--- config.mk ---
export PLATFORM = sky130hd
export DESIGN_NAME = pipeline_stage_chain_flat
export DESIGN_NICKNAME = d
export VERILOG_FILES = /design/src/rtl/pipeline_stage_chain_if.sv /design/src/rtl/pipeline_stage_chain.sv /design/src/flat_wrapper.sv
export SDC_FILE = /design/constraint.sdc
export NUM_CORES = 1
export LEC_CHECK = 0
export BUFFER_PORTS_ARGS = -buffer_cell sky130_fd_sc_hd__buf_2
export CAP_MARGIN = 30
export CORE_ASPECT_RATIO = 0.7
export CORE_UTILIZATION = 51
export CTS_BUF_LIST = sky130_fd_sc_hd__clkbuf_8
export DETAILED_ROUTE_END_ITERATION = 7
export GPL_TIMING_DRIVEN = 0
export PLACE_DENSITY = 0.82
export RECOVER_POWER = 50
export SETUP_SLACK_MARGIN = 0.05
export SLEW_MARGIN = 10
export SYNTH_ARGS = -nofsm -noshare
export SYNTH_HDL_FRONTEND = slang
export SYNTH_SLANG_ARGS = --single-unit
--- constraint.sdc ---
create_clock -name clk -period 11.69 [get_ports clk]
set_clock_uncertainty 0.05 [all_clocks]
set_input_delay 1.169 -clock clk [delete_from_list [all_inputs] [get_ports clk]]
set_output_delay 1.169 -clock clk [all_outputs]
set_load 0.05 [all_outputs]
--- src/rtl/pipeline_stage_chain_if.sv ---
// Decode-to-execute handoff bundle for pipeline_stage_chain.
//   in_valid : decode word present (master -> slave)
//   in_data  : decode control word (master -> slave)
//   in_ready : stage 0 accepts in_data this cycle (slave -> master)
interface pipeline_stage_chain_if #(
  parameter int unsigned DATA_W = 64
);
  logic              in_valid;
  logic [DATA_W-1:0] in_data;
  logic              in_ready;

  modport master (
    output in_valid,
    output in_data,
    input  in_ready
  );

  modport slave (
    input  in_valid,
    input  in_data,
    output in_ready
  );
endinterface

--- src/rtl/pipeline_stage_chain.sv ---
// Execute..writeback stage chain with per-stage stall/flush, a retire-driven
// PSW and retire/bubble performance counters.
//   clk, reset          : clock, asynchronous active-high reset
//   in_if (slave)       : in_valid/in_data in, in_ready out (= advance of stage 0)
//   stall, flush        : per-stage hold request and kill mask
//   stage_valid_o/data_o: registered per-stage valid bit and control word
//   retire_o            : last stage valid and leaving this cycle
//   psw_*               : PSW mask/update, branch-fail restore, current PSW
//   cnt_clear           : synchronous clear of both counters
//   retire_cnt_o        : retired words; bubble_cnt_o: last-stage empty cycles
module pipeline_stage_chain #(
  parameter int unsigned DATA_W = 64,
  parameter int unsigned STAGES = 3,
  parameter int unsigned CNT_W  = 32
) (
  input  logic                           clk,
  input  logic                           reset,
  pipeline_stage_chain_if.slave          in_if,
  input  logic [STAGES-1:0]              stall,
  input  logic [STAGES-1:0]              flush,
  output logic [STAGES-1:0]              stage_valid_o,
  output logic [STAGES-1:0][DATA_W-1:0]  stage_data_o,
  output logic                           retire_o,
  input  logic [15:0]                    psw_mask,
  input  logic [15:0]                    psw_in,
  input  logic                           psw_restore,
  input  logic [15:0]                    psw_restore_val,
  output logic [15:0]                    psw_o,
  input  logic                           cnt_clear,
  output logic [CNT_W-1:0]               retire_cnt_o,
  output logic [CNT_W-1:0]               bubble_cnt_o
);

  localparam int unsigned L = STAGES - 1;

  logic [STAGES-1:0]             valid_q, valid_d;
  logic [STAGES-1:0][DATA_W-1:0] data_q, data_d;
  logic [STAGES-1:0]             adv;
  logic [15:0]                   psw_q, psw_d;
  logic [CNT_W-1:0]              retire_cnt_q, retire_cnt_d;
  logic [CNT_W-1:0]              bubble_cnt_q, bubble_cnt_d;
  logic                          retire;

  // Advance ripples back from writeback; flush deliberately plays no part so a
  // word moving into a flushed stage is simply dropped.
  always_comb begin
    adv    = '0;
    adv[L] = !valid_q[L] || !stall[L];
    for (int i = int'(L) - 1; i >= 0; i--) begin
      adv[i] = !valid_q[i] || (!stall[i] && adv[i+1]);
    end
  end

  assign retire         = valid_q[L] && !stall[L];
  assign retire_o       = retire;
  assign in_if.in_ready = adv[0];

  always_comb begin
    valid_d = valid_q;
    data_d  = data_q;
    if (adv[0]) begin
      valid_d[0] = in_if.in_valid;
      data_d[0]  = in_if.in_valid ? in_if.in_data : '0;
    end
    for (int i = 1; i < int'(STAGES); i++) begin
      if (adv[i]) begin
        // A stalled upstream stage keeps its word, so this stage takes a bubble.
        if (valid_q[i-1] && !stall[i-1]) begin
          valid_d[i] = 1'b1;
          data_d[i]  = data_q[i-1];
        end else begin
          valid_d[i] = 1'b0;
          data_d[i]  = '0;
        end
      end
    end
    for (int i = 0; i < int'(STAGES); i++) begin
      if (flush[i]) begin
        valid_d[i] = 1'b0;
        data_d[i]  = '0;
      end
    end
  end

  always_comb begin
    psw_d = psw_q;
    if (psw_restore) begin
      psw_d = psw_restore_val;
    end else if (retire) begin
      psw_d = (psw_q & ~psw_mask) | (psw_in & psw_mask);
    end
  end

  always_comb begin
    retire_cnt_d = retire_cnt_q;
    bubble_cnt_d = bubble_cnt_q;
    if (cnt_clear) begin
      retire_cnt_d = '0;
      bubble_cnt_d = '0;
    end else begin
      if (retire)      retire_cnt_d = retire_cnt_q + CNT_W'(1);
      if (!valid_q[L]) bubble_cnt_d = bubble_cnt_q + CNT_W'(1);
    end
  end

  always_ff @(posedge clk or posedge reset) begin
    if (reset) begin
      valid_q      <= '0;
      data_q       <= '0;
      psw_q        <= '0;
      retire_cnt_q <= '0;
      bubble_cnt_q <= '0;
    end else begin
      valid_q      <= valid_d;
      data_q       <= data_d;
      psw_q        <= psw_d;
      retire_cnt_q <= retire_cnt_d;
      bubble_cnt_q <= bubble_cnt_d;
    end
  end

  assign stage_valid_o = valid_q;
  assign stage_data_o  = data_q;
  assign psw_o         = psw_q;
  assign retire_cnt_o  = retire_cnt_q;
  assign bubble_cnt_o  = bubble_cnt_q;

endmodule

--- src/flat_wrapper.sv ---
// flat-port wrapper written by rule: the top's interface ports become plain ports
module pipeline_stage_chain_flat 
#(
  parameter int unsigned DATA_W = 64,
  parameter int unsigned STAGES = 3,
  parameter int unsigned CNT_W  = 32
)
  (clk, reset, stall, flush, stage_valid_o, stage_data_o, retire_o, psw_mask, psw_in, psw_restore, psw_restore_val, psw_o, cnt_clear, retire_cnt_o, bubble_cnt_o, in_if_in_valid, in_if_in_data, in_if_in_ready);
  pipeline_stage_chain_if #(.DATA_W(DATA_W)) in_if_i ();
  input  logic clk;
  input  logic reset;
  input  logic [STAGES-1:0] stall;
  input  logic [STAGES-1:0] flush;
  output logic [STAGES-1:0] stage_valid_o;
  output logic [STAGES-1:0][DATA_W-1:0] stage_data_o;
  output logic retire_o;
  input  logic [15:0] psw_mask;
  input  logic [15:0] psw_in;
  input  logic psw_restore;
  input  logic [15:0] psw_restore_val;
  output logic [15:0] psw_o;
  input  logic cnt_clear;
  output logic [CNT_W-1:0] retire_cnt_o;
  output logic [CNT_W-1:0] bubble_cnt_o;
  input wire logic [$bits(in_if_i.in_valid)-1:0] in_if_in_valid;
  input wire logic [$bits(in_if_i.in_data)-1:0] in_if_in_data;
  output wire logic [$bits(in_if_i.in_ready)-1:0] in_if_in_ready;
  assign in_if_i.in_valid = in_if_in_valid;
  assign in_if_i.in_data = in_if_in_data;
  assign in_if_in_ready = in_if_i.in_ready;
  pipeline_stage_chain #(.DATA_W(DATA_W), .STAGES(STAGES), .CNT_W(CNT_W)) u_core (.clk(clk), .reset(reset), .in_if(in_if_i), .stall(stall), .flush(flush), .stage_valid_o(stage_valid_o), .stage_data_o(stage_data_o), .retire_o(retire_o), .psw_mask(psw_mask), .psw_in(psw_in), .psw_restore(psw_restore), .psw_restore_val(psw_restore_val), .psw_o(psw_o), .cnt_clear(cnt_clear), .retire_cnt_o(retire_cnt_o), .bubble_cnt_o(bubble_cnt_o));
endmodule
==> summary.txt <==
Critical path
  – CP max stage delay: around 0.46 ns
  – Worst R2R Path Depth: 7
  – CP Max Fanout: 10
  – Reg2reg start: u_core.stage_valid_o[2]
  – Critical-path cell list: clkbuf_1 -> nor2b_1 -> clkbuf_1 -> buf_2
  – Critical path class: in -> out
  – Crit-path slowest cell: clkbuf_1
  – Reg2reg end: u_core.stage_data_o[121]
  – WP data required: 10.47 ns
  – Critical Path Start Type: primary input
  – CP Data Arrival Time: about 2.4 ns
  – R2R setup slack: between 8 and 9 ns
  – Crit end category: output pin
  – Most frequent CP cell: clkbuf_1

Timing
  – Fin crit period: approximately 3.6 ns
  – Rel. slew slack: -110%
  – Unrepaired setup endpoints after global routing: no
  – Max-slew violations: 72
  – Crit share post-route: 30.7%
  – Final worst setup slack: 8.10 ns
  – Setup violators final: 0
  – Tightest Pin Transition: 3.13 ns
  – Setup_tns: 0 ns
  – Maximum clock frequency: 0.278 GHz
  – Hold Vio Cnt, Final: 0

CTS
  – Clock buffer depth: 3
  – Clk pin slew, worst setup/hold paths: 0.07 ns
  – CTS Root Cell: clkbuf_8
  – CTS tree: yes
  – Post-cts hold buffer count: 0
  – CTS-repair resized insts: 0
  – CTS buffer count: 41
  – Post-CTS Setup Bufs: 0
  – Clock tree sinks: 275
  – Worst skew pair latency: 0.54 ns
  – H-tree levels: 2

Detailed routing
  – Drt total wl: about 32000 um
  – Vias per cell: 5.63
  – Vias: 9276
  – Initial DRT Pass Iterations: 5
  – Drt first-iter violations: 640
  – Antenna Violating Nets Remaining: 0
  – Wirelength per Cell: between 15 and 20 um
  – DRC viols: 0

Place
  – Post-Place Worst Slack: 8.10 ns
  – Dpl hpwl: 23700 um
  – Gp weighted congestion: 0.893
  – I/O Buffers: between 300 and 400

Die
  – # IOs: 400
  – Die Wd: about 180 um
  – Die Area: 22300 sq um
  – Core Region: roughly 21000 sq um
  – Die H: 125 um
  – Initial core utilization: 52.7%
  – Rows: 44

Logic synthesis
  – Commonest register cell after synthesis: dfrtp_1
  – Synth Register Bits: 275
  – Avg Cell Area, Syn: 12.3 sq um
  – Netlist cell types: 38
  – Top cells by area, synth: dfrtp_1, a22o_1, nand2_1
  – Synth async-reset ratio: 100%
  – Synth area leader: dfrtp_1
  – Most frequent cell after synthesis: dfrtp_1
  – Yosys top cell area share: around 62%
  – Post-Synthesis Cell Area: approximately 11000 sq um
  – Ys Warns: 0
  – Gate Count Post-Synth: 898
  – Syn Nets: 1023
  – EDFF count, synth: 0
  – Most frequent cells after synthesis: dfrtp_1, a22o_1, nand2_1, clkbuf_1, nor2_1
  – Sequential area share after synthesis: 62.3%

Global route
  – Vias in the first global route: approximately 9.2k
  – Total GRT Usage: 28.9%
  – Largest net degree at the start of global routing: 109
  – Initial antenna violation count: 6
  – Grt total ovfl: 0
  – First-pass GRT wire length: 49800 um

Run status
  – Failing checks: capacitance limit, slew limit
  – Run status: finished, violations left

Worst hold path
  – Min-delay src: u_core.stage_data_o[190]
  – Hold Path End: u_core.stage_data_o[190]
  – Min-delay worst type: reg -> reg
  – WHS Path Cells: 1

Final layout
  – Fin nets: 1468
  – Filler instances: around 1.7k
  – Ratio of cells with drive above 1 in the final layout: 31.1%
  – Area Growth Syn to Fin: 27.9%

Pwr
  – Leakage: 7.43 nW
  – P per Cell Area: 135 nW/um^2
  – Peak supply drop: 0.000102 V

Job
  – Max cap viols: 1
per-layer routing:
metal | share of wire (%) | track usage (%)
met5 | 0.072 | 0
met4 | 3.3 | 11.0
met3 | 7.7 | 6.90
met2 | 49 | 48.2
met1 | 40 | 36.6
through the flow:
step           util (%)  hold slack, ns  power [mW]  area (sq um)  std cells
6_report           67.4           0.451        1.90         14100       1649
2_1_floorplan         -           0.748        1.11         11000        898
4_1_cts            67.9           0.447        1.92         14200       1646
5_1_grt            67.3           0.470        1.98         14100       1648
3_5_place_dp       64.2           0.438        1.18         13500       1576
3_3_place_gp       63.8           0.434        1.17         13400       1573
where the power goes:
part / internal [mW] / switching (mW)
logic: 0.0447 / 0.129
clock network: 0.381 / 0.360
registers: 0.970 / 0.0150
cell families (layout without fill, tap and decap cells):
kind of cell | Yosys count | count (layout) | share of synthesized area (%)
AND/OR/NAND/NOR | 220 | 220 | 10.8
adder cells (fa/ha/maj) | 2 | 2 | 0.226
multiplexers | 31 | 31 | 2.96
buffers and inverters | 79 | 551 | 2.93
other | 0 | 3 | 0
AO/OA/AOI/OAI | 272 | 272 | 19.3
flip-flops | 275 | 275 | 62.3
XOR/XNOR | 19 | 19 | 1.51
cell type report:
| type | instances | area [sq um] | area share [%] |
|---|---|---|---|
| sequential | 275 | 6880 | 48.7 |
| buffer | 67 | 268 | 1.90 |
| antenna | 3 | 7.51 | 0.0531 |
| clock inverter | 21 | 97.6 | 0.691 |
| multi-input combinational | 544 | 3820 | 27.0 |
| tap | 276 | 345 | 2.44 |
| inverter | 12 | 46.3 | 0.328 |
| clock buffer | 49 | 674 | 4.77 |
| timing repair buffer | 402 | 1990 | 14.1 |
cell usage in the layout, fill, tap and decap left out, types with 11 or more instances in the layout:
master	count
inv_1	25
nor2b_1	14
o31ai_1	17
nand4_1	13
o21ai_0	29
a21oi_1	32
mux2_2	13
buf_2	347
a22o_1	192
nor2_1	37
clkbuf_8	49
dfrtp_1	275
or4_1	19
mux2i_1	18
clkbuf_1	113
xnor2_1	11
or3_1	13
nand2_1	61
nand3_1	17
state kept, by name, indices dropped and copies added (netlist names), named ones only:
name / count
u_core.stage_data_o: 192
u_core.retire_cnt_o: 32
u_core.bubble_cnt_o: 32
u_core.stage_valid_o: 3
critical path, delay by kind of cell:
kind,cells,cell delay [ns]
AND/OR/NAND/NOR,1,0.23
buffers and inverters,3,0.97
worst max-delay path by stage:
stage / startpoint / endpoint / slack (ns) / depth (start not counted)
floorplan: reset / asynchronous set/reset pin / 2.89 / 1
global placement: reset / u_core.stage_data_o[31] / 0.15 / 2
detailed placement: stall[2] / retire_o / 8.10 / 4
CTS: stall[2] / retire_o / 8.09 / 4
global route: reset / u_core.stage_data_o[128] / 7.76 / 4
finish: stall[2] / retire_o / 8.10 / 4
Note: power is estimated with default switching activity, not from simulation.
